`src/rtl/vga_fb_arbiter_if.sv`:
```
// CPU-side bus of the framebuffer arbiter: a held request with a one-cycle
// grant pulse, plus the read-data return path.
interface vga_fb_arbiter_if #(
   parameter int ADDR_BITS = 16,
   parameter int DATA_BITS = 32
);
   logic                 cpu_valid;
   logic                 cpu_we;
   logic [ADDR_BITS-1:0] cpu_addr;
   logic [DATA_BITS-1:0] cpu_wdata;
   logic                 cpu_ready;
   logic                 cpu_rvalid;
   logic [DATA_BITS-1:0] cpu_rdata;

   modport master (
      output cpu_valid, cpu_we, cpu_addr, cpu_wdata,
      input  cpu_ready, cpu_rvalid, cpu_rdata
   );

   modport slave (
      input  cpu_valid, cpu_we, cpu_addr, cpu_wdata,
      output cpu_ready, cpu_rvalid, cpu_rdata
   );
endinterface

```
`src/rtl/vga_fb_arbiter.sv`:
```
// Single-port framebuffer arbiter: scanout line bursts have absolute priority,
// CPU reads/writes are slotted in between bursts.
module vga_fb_arbiter #(
   parameter int ADDR_BITS = 16,
   parameter int DATA_BITS = 32,
   parameter int BURST_LEN = 160,
   parameter int WAIT_BITS = 16
) (
   input  logic                 clk,
   input  logic                 reset,
   input  logic                 scan_req,
   input  logic [ADDR_BITS-1:0] scan_addr,
   output logic                 scan_rvalid,
   output logic [DATA_BITS-1:0] scan_rdata,
   output logic                 scan_busy,
   output logic                 scan_ovr,
   vga_fb_arbiter_if.slave      cpu,
   output logic [WAIT_BITS-1:0] cpu_wait,
   output logic                 mem_en,
   output logic                 mem_we,
   output logic [ADDR_BITS-1:0] mem_addr,
   output logic [DATA_BITS-1:0] mem_wdata,
   input  logic [DATA_BITS-1:0] mem_rdata
);

   typedef enum logic [1:0] {IDLE, SCAN, CPU} state_t;

   localparam int CNT_BITS = $clog2(BURST_LEN + 1);
   localparam logic [CNT_BITS-1:0] LAST = CNT_BITS'(BURST_LEN - 1);
   localparam logic [WAIT_BITS-1:0] WSAT = '1;

   state_t state, state_nxt;

   logic [CNT_BITS-1:0]  cnt, cnt_nxt;
   logic                 pend, pend_nxt;
   logic [ADDR_BITS-1:0] pend_addr, pend_addr_nxt;
   logic                 ovr_nxt, busy_nxt;
   logic                 en_nxt, we_nxt;
   logic [ADDR_BITS-1:0] addr_nxt, start_addr;
   logic [DATA_BITS-1:0] wdata_nxt;
   logic                 start, grant;
   logic                 ready_q, crv_q;
   logic [WAIT_BITS-1:0] wcnt, wcnt_nxt, wait_nxt;

   assign cpu.cpu_ready  = ready_q;
   assign cpu.cpu_rvalid = crv_q;
   assign cpu.cpu_rdata  = mem_rdata;
   assign scan_rdata     = mem_rdata;

   always_ff @(posedge clk or negedge reset) begin
      if (!reset) begin
         state       <= IDLE;
         cnt         <= '0;
         pend        <= 1'b0;
         pend_addr   <= '0;
         scan_ovr    <= 1'b0;
         scan_busy   <= 1'b0;
         scan_rvalid <= 1'b0;
         crv_q       <= 1'b0;
         ready_q     <= 1'b0;
         mem_en      <= 1'b0;
         mem_we      <= 1'b0;
         mem_addr    <= '0;
         mem_wdata   <= '0;
         wcnt        <= '0;
         cpu_wait    <= '0;
      end else begin
         state       <= state_nxt;
         cnt         <= cnt_nxt;
         pend        <= pend_nxt;
         pend_addr   <= pend_addr_nxt;
         scan_ovr    <= ovr_nxt;
         scan_busy   <= busy_nxt;
         // the state register tells which requester owns the read in flight
         scan_rvalid <= mem_en && !mem_we && (state == SCAN);
         crv_q       <= mem_en && !mem_we && (state == CPU);
         ready_q     <= grant;
         mem_en      <= en_nxt;
         mem_we      <= we_nxt;
         mem_addr    <= addr_nxt;
         mem_wdata   <= wdata_nxt;
         wcnt        <= wcnt_nxt;
         cpu_wait    <= wait_nxt;
      end
   end

   always_comb begin
      state_nxt     = state;
      cnt_nxt       = cnt;
      pend_nxt      = pend;
      pend_addr_nxt = pend_addr;
      ovr_nxt       = scan_ovr;
      en_nxt        = 1'b0;
      we_nxt        = 1'b0;
      addr_nxt      = mem_addr;
      wdata_nxt     = mem_wdata;
      start         = 1'b0;
      start_addr    = scan_addr;
      grant         = 1'b0;

      unique case (state)
         IDLE: begin
            if (pend) begin
               start      = 1'b1;
               start_addr = pend_addr;
               pend_nxt   = 1'b0;
               ovr_nxt    = scan_ovr | scan_req;
            end else if (scan_req) begin
               start = 1'b1;
            end else if (cpu.cpu_valid) begin
               grant = 1'b1;
            end
         end
         SCAN: begin
            if (cnt == LAST) begin
               if (scan_req) start = 1'b1;
               else state_nxt = IDLE;
            end else begin
               ovr_nxt  = scan_ovr | scan_req;
               en_nxt   = 1'b1;
               addr_nxt = mem_addr + 1'b1;
               cnt_nxt  = cnt + 1'b1;
            end
         end
         CPU: begin
            // no arbitration here, so a held cpu_valid is never granted twice
            state_nxt = IDLE;
            if (scan_req) begin
               pend_nxt      = 1'b1;
               pend_addr_nxt = scan_addr;
            end
         end
         default: state_nxt = IDLE;
      endcase

      if (start) begin
         state_nxt = SCAN;
         cnt_nxt   = '0;
         en_nxt    = 1'b1;
         addr_nxt  = start_addr;
      end

      if (grant) begin
         state_nxt = CPU;
         en_nxt    = 1'b1;
         we_nxt    = cpu.cpu_we;
         addr_nxt  = cpu.cpu_addr;
         wdata_nxt = cpu.cpu_wdata;
      end

      busy_nxt = (state_nxt == SCAN) || pend_nxt;
   end

   always_comb begin
      wcnt_nxt = wcnt;
      wait_nxt = cpu_wait;
      if (grant) begin
         wait_nxt = (wcnt > cpu_wait) ? wcnt : cpu_wait;
         wcnt_nxt = '0;
      end else if (cpu.cpu_valid && (state != CPU) && (wcnt != WSAT)) begin
         wcnt_nxt = wcnt + 1'b1;
      end
   end

endmodule
```
`src/flat_wrapper.sv`:
```
// flat-port wrapper written by rule: the top's interface ports become plain ports
module vga_fb_arbiter_flat 
#(
   parameter int ADDR_BITS = 16,
   parameter int DATA_BITS = 32,
   parameter int BURST_LEN = 160,
   parameter int WAIT_BITS = 16
)
  (clk, reset, scan_req, scan_addr, scan_rvalid, scan_rdata, scan_busy, scan_ovr, cpu_wait, mem_en, mem_we, mem_addr, mem_wdata, mem_rdata, cpu_cpu_valid, cpu_cpu_we, cpu_cpu_addr, cpu_cpu_wdata, cpu_cpu_ready, cpu_cpu_rvalid, cpu_cpu_rdata);
  vga_fb_arbiter_if #(.ADDR_BITS(ADDR_BITS), .DATA_BITS(DATA_BITS)) cpu_i ();
  input  logic clk;
  input  logic reset;
  input  logic scan_req;
  input  logic [ADDR_BITS-1:0] scan_addr;
  output logic scan_rvalid;
  output logic [DATA_BITS-1:0] scan_rdata;
  output logic scan_busy;
  output logic scan_ovr;
  output logic [WAIT_BITS-1:0] cpu_wait;
  output logic mem_en;
  output logic mem_we;
  output logic [ADDR_BITS-1:0] mem_addr;
  output logic [DATA_BITS-1:0] mem_wdata;
  input  logic [DATA_BITS-1:0] mem_rdata;
  input wire logic [$bits(cpu_i.cpu_valid)-1:0] cpu_cpu_valid;
  input wire logic [$bits(cpu_i.cpu_we)-1:0] cpu_cpu_we;
  input wire logic [$bits(cpu_i.cpu_addr)-1:0] cpu_cpu_addr;
  input wire logic [$bits(cpu_i.cpu_wdata)-1:0] cpu_cpu_wdata;
  output wire logic [$bits(cpu_i.cpu_ready)-1:0] cpu_cpu_ready;
  output wire logic [$bits(cpu_i.cpu_rvalid)-1:0] cpu_cpu_rvalid;
  output wire logic [$bits(cpu_i.cpu_rdata)-1:0] cpu_cpu_rdata;
  assign cpu_i.cpu_valid = cpu_cpu_valid;
  assign cpu_i.cpu_we = cpu_cpu_we;
  assign cpu_i.cpu_addr = cpu_cpu_addr;
  assign cpu_i.cpu_wdata = cpu_cpu_wdata;
  assign cpu_cpu_ready = cpu_i.cpu_ready;
  assign cpu_cpu_rvalid = cpu_i.cpu_rvalid;
  assign cpu_cpu_rdata = cpu_i.cpu_rdata;
  vga_fb_arbiter #(.ADDR_BITS(ADDR_BITS), .DATA_BITS(DATA_BITS), .BURST_LEN(BURST_LEN), .WAIT_BITS(WAIT_BITS)) u_core (.clk(clk), .reset(reset), .scan_req(scan_req), .scan_addr(scan_addr), .scan_rvalid(scan_rvalid), .scan_rdata(scan_rdata), .scan_busy(scan_busy), .scan_ovr(scan_ovr), .cpu(cpu_i), .cpu_wait(cpu_wait), .mem_en(mem_en), .mem_we(mem_we), .mem_addr(mem_addr), .mem_wdata(mem_wdata), .mem_rdata(mem_rdata));
endmodule
```
`config.mk`:
```
export PLATFORM = sky130hd
export DESIGN_NAME = vga_fb_arbiter_flat
export DESIGN_NICKNAME = d
export VERILOG_FILES = /design/src/rtl/vga_fb_arbiter_if.sv /design/src/rtl/vga_fb_arbiter.sv /design/src/flat_wrapper.sv
export SDC_FILE = /design/constraint.sdc
export NUM_CORES = 1
export LEC_CHECK = 0
export CAP_MARGIN = 20
export CELL_PAD_IN_SITES_DETAIL_PLACEMENT = 2
export CELL_PAD_IN_SITES_GLOBAL_PLACEMENT = 2
export CORE_MARGIN = 1.5
export CORE_UTILIZATION = 28
export CTS_CLUSTER_DIAMETER = 40
export DETAILED_ROUTE_END_ITERATION = 10
export PLACE_DENSITY_LB_ADDON = 0.1
export SYNTH_ARGS = -nofsm -noshare
export SYNTH_HDL_FRONTEND = slang
export SYNTH_SLANG_ARGS = --single-unit
```
`constraint.sdc`:
```
create_clock -name clk -period 3.99 [get_ports clk]
set_input_delay 0.9975 -clock clk [delete_from_list [all_inputs] [get_ports clk]]
set_output_delay 0.9975 -clock clk [all_outputs]
set_load 0.1 [all_outputs]
```
==> results of run 1 <==
==> stage by stage <==
step	instances	cell area [um^2]	hold slack (ps)	util [%]
6_report	1017	8090	472	37.1
5_1_grt	1016	8090	501	37.1
4_1_cts	1016	8090	482	37.1
3_5_place_dp	984	7460	466	34.2
3_3_place_gp	984	7460	457	34.2
2_1_floorplan	647	6240	474	-
==> sequential cells by signal (all words and copies together) (netlist names) <==
signal                 cells
u_core.mem_addr           16
u_core.cpu.cpu_ready       1
u_core.cpu.cpu_rvalid      1
u_core.scan_busy           1
u_core.cpu_wait           16
u_core.wcnt               16
u_core.mem_we              1
u_core.cnt                 8
u_core.mem_wdata          32
u_core.mem_en              1
u_core.scan_rvalid         1
u_core.scan_ovr            1
u_core.state               2
u_core.pend_addr          16
u_core.pend                1
==> power by group through the flow <==
stage                     Clock [uW]  Sequential, uW  Combinational (uW)
after detailed placement           0            1760                2490
after CTS                       1700            1750                2510
after floorplan                    0            2960                 855
after global routing            1750            1800                2630
after global placement             0            1750                2440
final                           1650            1750                2480
==> cell families (layout without fill, tap and decap cells) <==
group	count (synthesis)	after routing	share of synthesized area, %
muxes	50	50	9.00
xor gates and xnor gates	34	34	4.77
buffers and inverters	119	208	11.5
DFF	114	114	45.7
AOI/OAI and AO/OA	73	73	7.89
and+or+nand+nor	238	238	17.4
adders and majority gates	19	19	3.81
other	0	1	0
==> per-layer routing <==
layer	global-route usage (%)	routed length, um	share of wire, %
met1	22.2	8900	45
met2	27.9	9240	47
met3	6.20	1290	6.6
met4	4.58	160	0.82
met5	0	0	0
==> cells in the final DEF (no fill, tap or decap), types with 3 or more instances in the layout <==
master,Yosys,layout
ha_1,19,19
nand3_1,27,27
inv_1,27,27
o22ai_1,3,3
nor2b_1,3,3
clkbuf_8,0,3
bufinv_16,0,4
and3_1,5,5
o211ai_1,5,5
a31oi_1,4,4
xnor2_1,19,19
mux2_4,6,6
nor3_1,11,11
a22oi_1,5,5
a21oi_1,22,22
a211oi_1,9,9
mux2_2,25,25
xor2_1,15,15
and2_1,3,3
dfrtp_1,114,114
clkdlybuf4s50_1,0,135
nand2_1,115,115
nand4_1,16,16
mux2i_1,19,19
o21ai_0,10,10
nand2b_1,6,6
clkinv_2,0,4
buf_4,64,11
nor2_1,37,37
nor4_1,6,6
clkbuf_16,0,17
==> final timing paths <==
| path | depth (start not counted) | endpoint | slack (ps) | from |
|---|---|---|---|---|
| min | 1 | u_core.scan_ovr | 470 | u_core.scan_ovr |
| max in group asynchronous | 2 | u_core.mem_wdata[23] | 2600 | reset |
| max | 1 | mem_addr[0] | 860 | u_core.mem_addr[0] |
| min reg2reg | 1 | u_core.scan_ovr | 470 | u_core.scan_ovr |
| min in group asynchronous | 1 | u_core.cpu_wait[12] | 540 | reset |
| max reg2reg | 8 | u_core.mem_addr[14] | 1200 | u_core.cnt[0] |
==> final cells by class <==
class | count | area (um^2) | area share, %
clock inverters | 10 | 155 | 1.92
repair buffers | 148 | 1470 | 18.2
flip-flops and latches | 114 | 2850 | 35.3
diodes | 1 | 2.50 | 0.0309
well taps | 280 | 350 | 4.33
multi-input cells | 414 | 2680 | 33.1
inverters | 28 | 105 | 1.30
clock buffers | 22 | 474 | 5.86
==> impl_metrics.toml, run 1 <==
[status]
status = "complete, no violations"

[routing]
viasPerCell = 4.88
wl_per_cell_um = 19.3
wl_um = 19600
num_vias = 4961
dr.first_iter.drc_count = 153
firstDrtPassIters = 4
drc_errors = 0
antenna_left = 0

[timing]
max_slew.worst_pin.slew_ps = 1020
drv_slew = 0
fmax_ghz = 0.320
grt_setup_unrepaired = "no"
setup_viol = 0
finalSetupTns_ps = 0
final_hold_viol_count = 0
worst_clock_skew_ps = 16.0
setup_ws_ps = 865
period_share_pct = 78.3
layout_min_cycle_time_ps = 3130
max_slew_margin_pct = 31.8

[place]
dp_hpwl_um = 13700
pre_cts_ws_ps = 511
io_buffers = 139
gp_congestion = 0.786

[synth]
avgSynthCellArea_um2 = 9.65
yosysSeqAreaShare_pct = 45.7
ys_seq_elements = 114
yosysMostFrequentCell = "nand2_1"
ys.flop_type = "dfrtp_1"
syn_nets = 767
synth_top_area_share_pct = 45.7
synth_cell_type_count = 51
ys_warn_count = 0
ys_top_cells_by_count = "115 x nand2_1, 114 x dfrtp_1, 64 x buf_4"
async_flop_share_pct = 100
syn_area_mm2 = 0.00624
yosysTopAreaCell = "dfrtp_1"
postSynthCellCount = 647
synth_edf_count = 0
netlist_top_cells_area = "dfrtp_1 46%, buf_4 7.7%, nand2_1 6.9%"

[layout]
fillers = 2360
drive_above_1_share_pct = 10.9
area_delta_synth_final_pct = 29.6
final_nets = 843

[critical_path]
critical_path.slowest_cell = "clkdlybuf4s50_1"
critPathMaxFanout = 8
worstPathArrival_ps = 2130
crit_required_ps = 2990
path_cells = "clkdlybuf4s50_1"
cp_slowest_stage_delay_ps = 1200
crit_path_start_kind = "flop"
setup.worst_path.end_class = "output port"
path_buf_inv = 1
criticalPathCategory = "flop to output port"
cp_top_family = "buffers and inverters"

[worst_hold_path]
min_path_type = "flop to flop"

[cts]
clkTransAtPathRegs_ps = 60
clock-sinks = 114
clk_latency_ps = 420
htreeDepth = 4
cts_tree = "built"
ctsResizeCount = 0
postCtsHoldBufs = 0
cts_buffers = 17
clock_path_buffers = 2
cts_setup_buffers = 0
cts_root_buf = "clkbuf_16"

[power_and_ir_drop]
p_leak_uw = 0.00352
internal-power_uw = 3180
p_switching_uw = 2700
p_per_area_mw_per_mm2 = 727
swShare_pct = 45.9
ir_worst_vdd_uv = 279
p_seq_share_pct = 29.7
power.share.clock_pct = 28.1
comb_power_share_pct = 42.2
p_total_uw = 5880

[grt]
grt_pass1_vias = 5613
grt_max_degree = 81
overflow = 0
track_usage_pct = 17.4
antenna_found_initial = 1
grt_pass1_wl_um = 31800

[floorplanning]
die-area_mm2 = 0.0232
ioPinCount = 236
fp.dieH_um = 152
dieWidth_um = 152
start_util_pct = 28.6
rows = 54
core_mm2 = 0.0218

[flow_run]
cap_violations = 0
Note: power is estimated with default switching activity, not from simulation.
==> run 2: changes to the inputs <==
--- a/config.mk
+++ b/config.mk
@@ -9,7 +9,7 @@
 export CELL_PAD_IN_SITES_DETAIL_PLACEMENT = 2
 export CELL_PAD_IN_SITES_GLOBAL_PLACEMENT = 2
 export CORE_MARGIN = 1.5
-export CORE_UTILIZATION = 28
+export CORE_UTILIZATION = 26
 export CTS_CLUSTER_DIAMETER = 40
 export DETAILED_ROUTE_END_ITERATION = 10
 export PLACE_DENSITY_LB_ADDON = 0.1
==> constraint.sdc (replaced) <==
create_clock -name clk -period 3.2 [get_ports clk]
set_input_delay 0.8 -clock clk [delete_from_list [all_inputs] [get_ports clk]]
set_output_delay 0.8 -clock clk [all_outputs]
set_load 0.1 [all_outputs]
==> run 2 against run 1 <==
Global-route usage decreased by 0.74 points. Critical path type is now flop to flop. Sequential share of layout area is 0.27 points higher. First-iteration DRC count increased by 28%.
==> impl_metrics.toml, run 2 (same netlist as run 1, synthesis figures left out) <==
[timing]
drv_slew = 0
worst_clock_skew_ps = 12.6
setup_ws_ps = 670
setup_viol = 0
hold_ws_ps = 405
final_hold_viol_count = 0
max_slew.worst_pin.slew_ps = 856
fmax_ghz = 0.395
finalSetupTns_ps = 0
max_slew_margin_pct = 42.9
period_share_pct = 79.0
layout_min_cycle_time_ps = 2530
grt_setup_unrepaired = "no"

[critical_path]
critPathMaxFanout = 10
critical_path.slowest_cell = "dfrtp_1"
crit_path_start_kind = "flop"
path_buf_inv = 1
setup.worst_path.end_class = "flop"
criticalPathCategory = "flop to flop"
crit_required_ps = 3500
cp_slowest_stage_delay_ps = 470
path_cells = "ha_1 -> nand4_1 -> nor3_1 -> o21ai_0 -> a311oi_4 -> buf_4 -> mux2_2"
regToRegStartpoint = "u_core.wcnt[11]"
worstPathArrival_ps = 2820
startpoint = "u_core.wcnt[11]"
cp_top_family = "compound AO/OA/AOI/OAI gates"

[cts]
clk_latency_ps = 420
cts_tree = "built"
htreeDepth = 4
ctsResizeCount = 0
clock-sinks = 114
clkTransAtPathRegs_ps = 60
cts_buffers = 17
postCtsHoldBufs = 0
cts_setup_buffers = 0
cts_root_buf = "clkbuf_16"
clock_path_buffers = 2

[power_and_ir_drop]
p_switching_uw = 3370
p_per_area_mw_per_mm2 = 885
ir_worst_vdd_uv = 457
power.share.clock_pct = 26.7
internal-power_uw = 3730
comb_power_share_pct = 42.6
p_seq_share_pct = 30.6
swShare_pct = 47.4
p_leak_uw = 0.00366

[floorplanning]
ioPinCount = 236
core_mm2 = 0.0235
fp.dieH_um = 158
dieWidth_um = 158
die-area_mm2 = 0.0250
rows = 56
start_util_pct = 26.5

[routing]
wl_um = 19800
viasPerCell = 4.68
num_vias = 4998
dr.first_iter.drc_count = 196
antenna_left = 0
drc_errors = 0
firstDrtPassIters = 4
wl_per_cell_um = 18.5

[layout]
register_area_mm2 = 0.00285
final_cell_mix = "115 x nand2_1, 114 x dfrtp_1, 94 x buf_4, 67 x clkdlybuf4s50_1, 37 x nor2_1"
largest_reg_flops = 32
area_delta_synth_final_pct = 28.6
regMostFlops = "u_core.mem_wdata"
drive_above_1_share_pct = 21.7
final_nets = 858
layout_commonest_cell = "nand2_1"
antenna-diode-count = 0
fillers = 2621
multiInputGateArea_mm2 = 0.00268
instances_no_fill = 1069

[place]
dp_cells = 1038
dp_hpwl_um = 14700
io_buffers = 139
pre_cts_ws_ps = 260
gp_congestion = 0.794

[grt]
track_usage_pct = 16.7
grt_pass1_vias = 5510
grt_max_degree = 50
grt_pass1_wl_um = 31500
overflow = 0
antenna_found_initial = 1

[flow_run]
cap_violations = 0

[status]
status = "complete, no violations"

[worst_hold_path]
min_path_type = "input pin to async pin"
-- run 2: layer usage --
layer,GRT usage (%),up-vias,routed length [um]
li1,-,2322,-
met1,21.4,2542,8840
met2,27.2,117,9590
met3,4.76,17,1160
met4,4.81,0,215
met5,0,-,0
-- run 2: per-stage QoR --
stage | utilization [%] | total power, uW | cell area [um^2]
after floorplan | - | 4760 | 6240
after global placement | 31.7 | 5180 | 7450
after detailed placement | 31.7 | 5240 | 7450
after CTS | 34.1 | 7200 | 8030
after global routing | 34.1 | 7460 | 8030
final | 34.1 | 7100 | 8030
-- run 2: area by class of cell --
type	count	share of cell area [%]
Timing Repair Buffer	163	17.6
Tap cell	319	4.97
Sequential cell	114	35.5
Multi-Input combinational cell	414	33.4
Clock inverter	10	1.36
Inverter	28	1.31
Clock buffer	21	5.86
-- run 2: worst paths after layout --
| kind | cells after the start | end | slack, ps |
|---|---|---|---|
| setup / recovery | 7 | u_core.cpu_wait[5] | 670 |
| hold / removal | 1 | u_core.wcnt[10] | 400 |
| setup reg to reg | 7 | u_core.cpu_wait[5] | 670 |
| hold reg to reg | 2 | u_core.mem_wdata[16] | 470 |
| max in group asynchronous | 2 | u_core.cpu_wait[2] | 2080 |
| min in group clk | 2 | u_core.mem_wdata[16] | 470 |
-- run 2: power by group through the flow --
stage | combinational (uW) | sequential [uW] | clock (uW)
after floorplan | 1070 | 3690 | 0
after global placement | 3000 | 2180 | 0
after detailed placement | 3050 | 2200 | 0
after CTS | 3060 | 2190 | 1950
after global routing | 3210 | 2240 | 2010
final | 3030 | 2180 | 1900
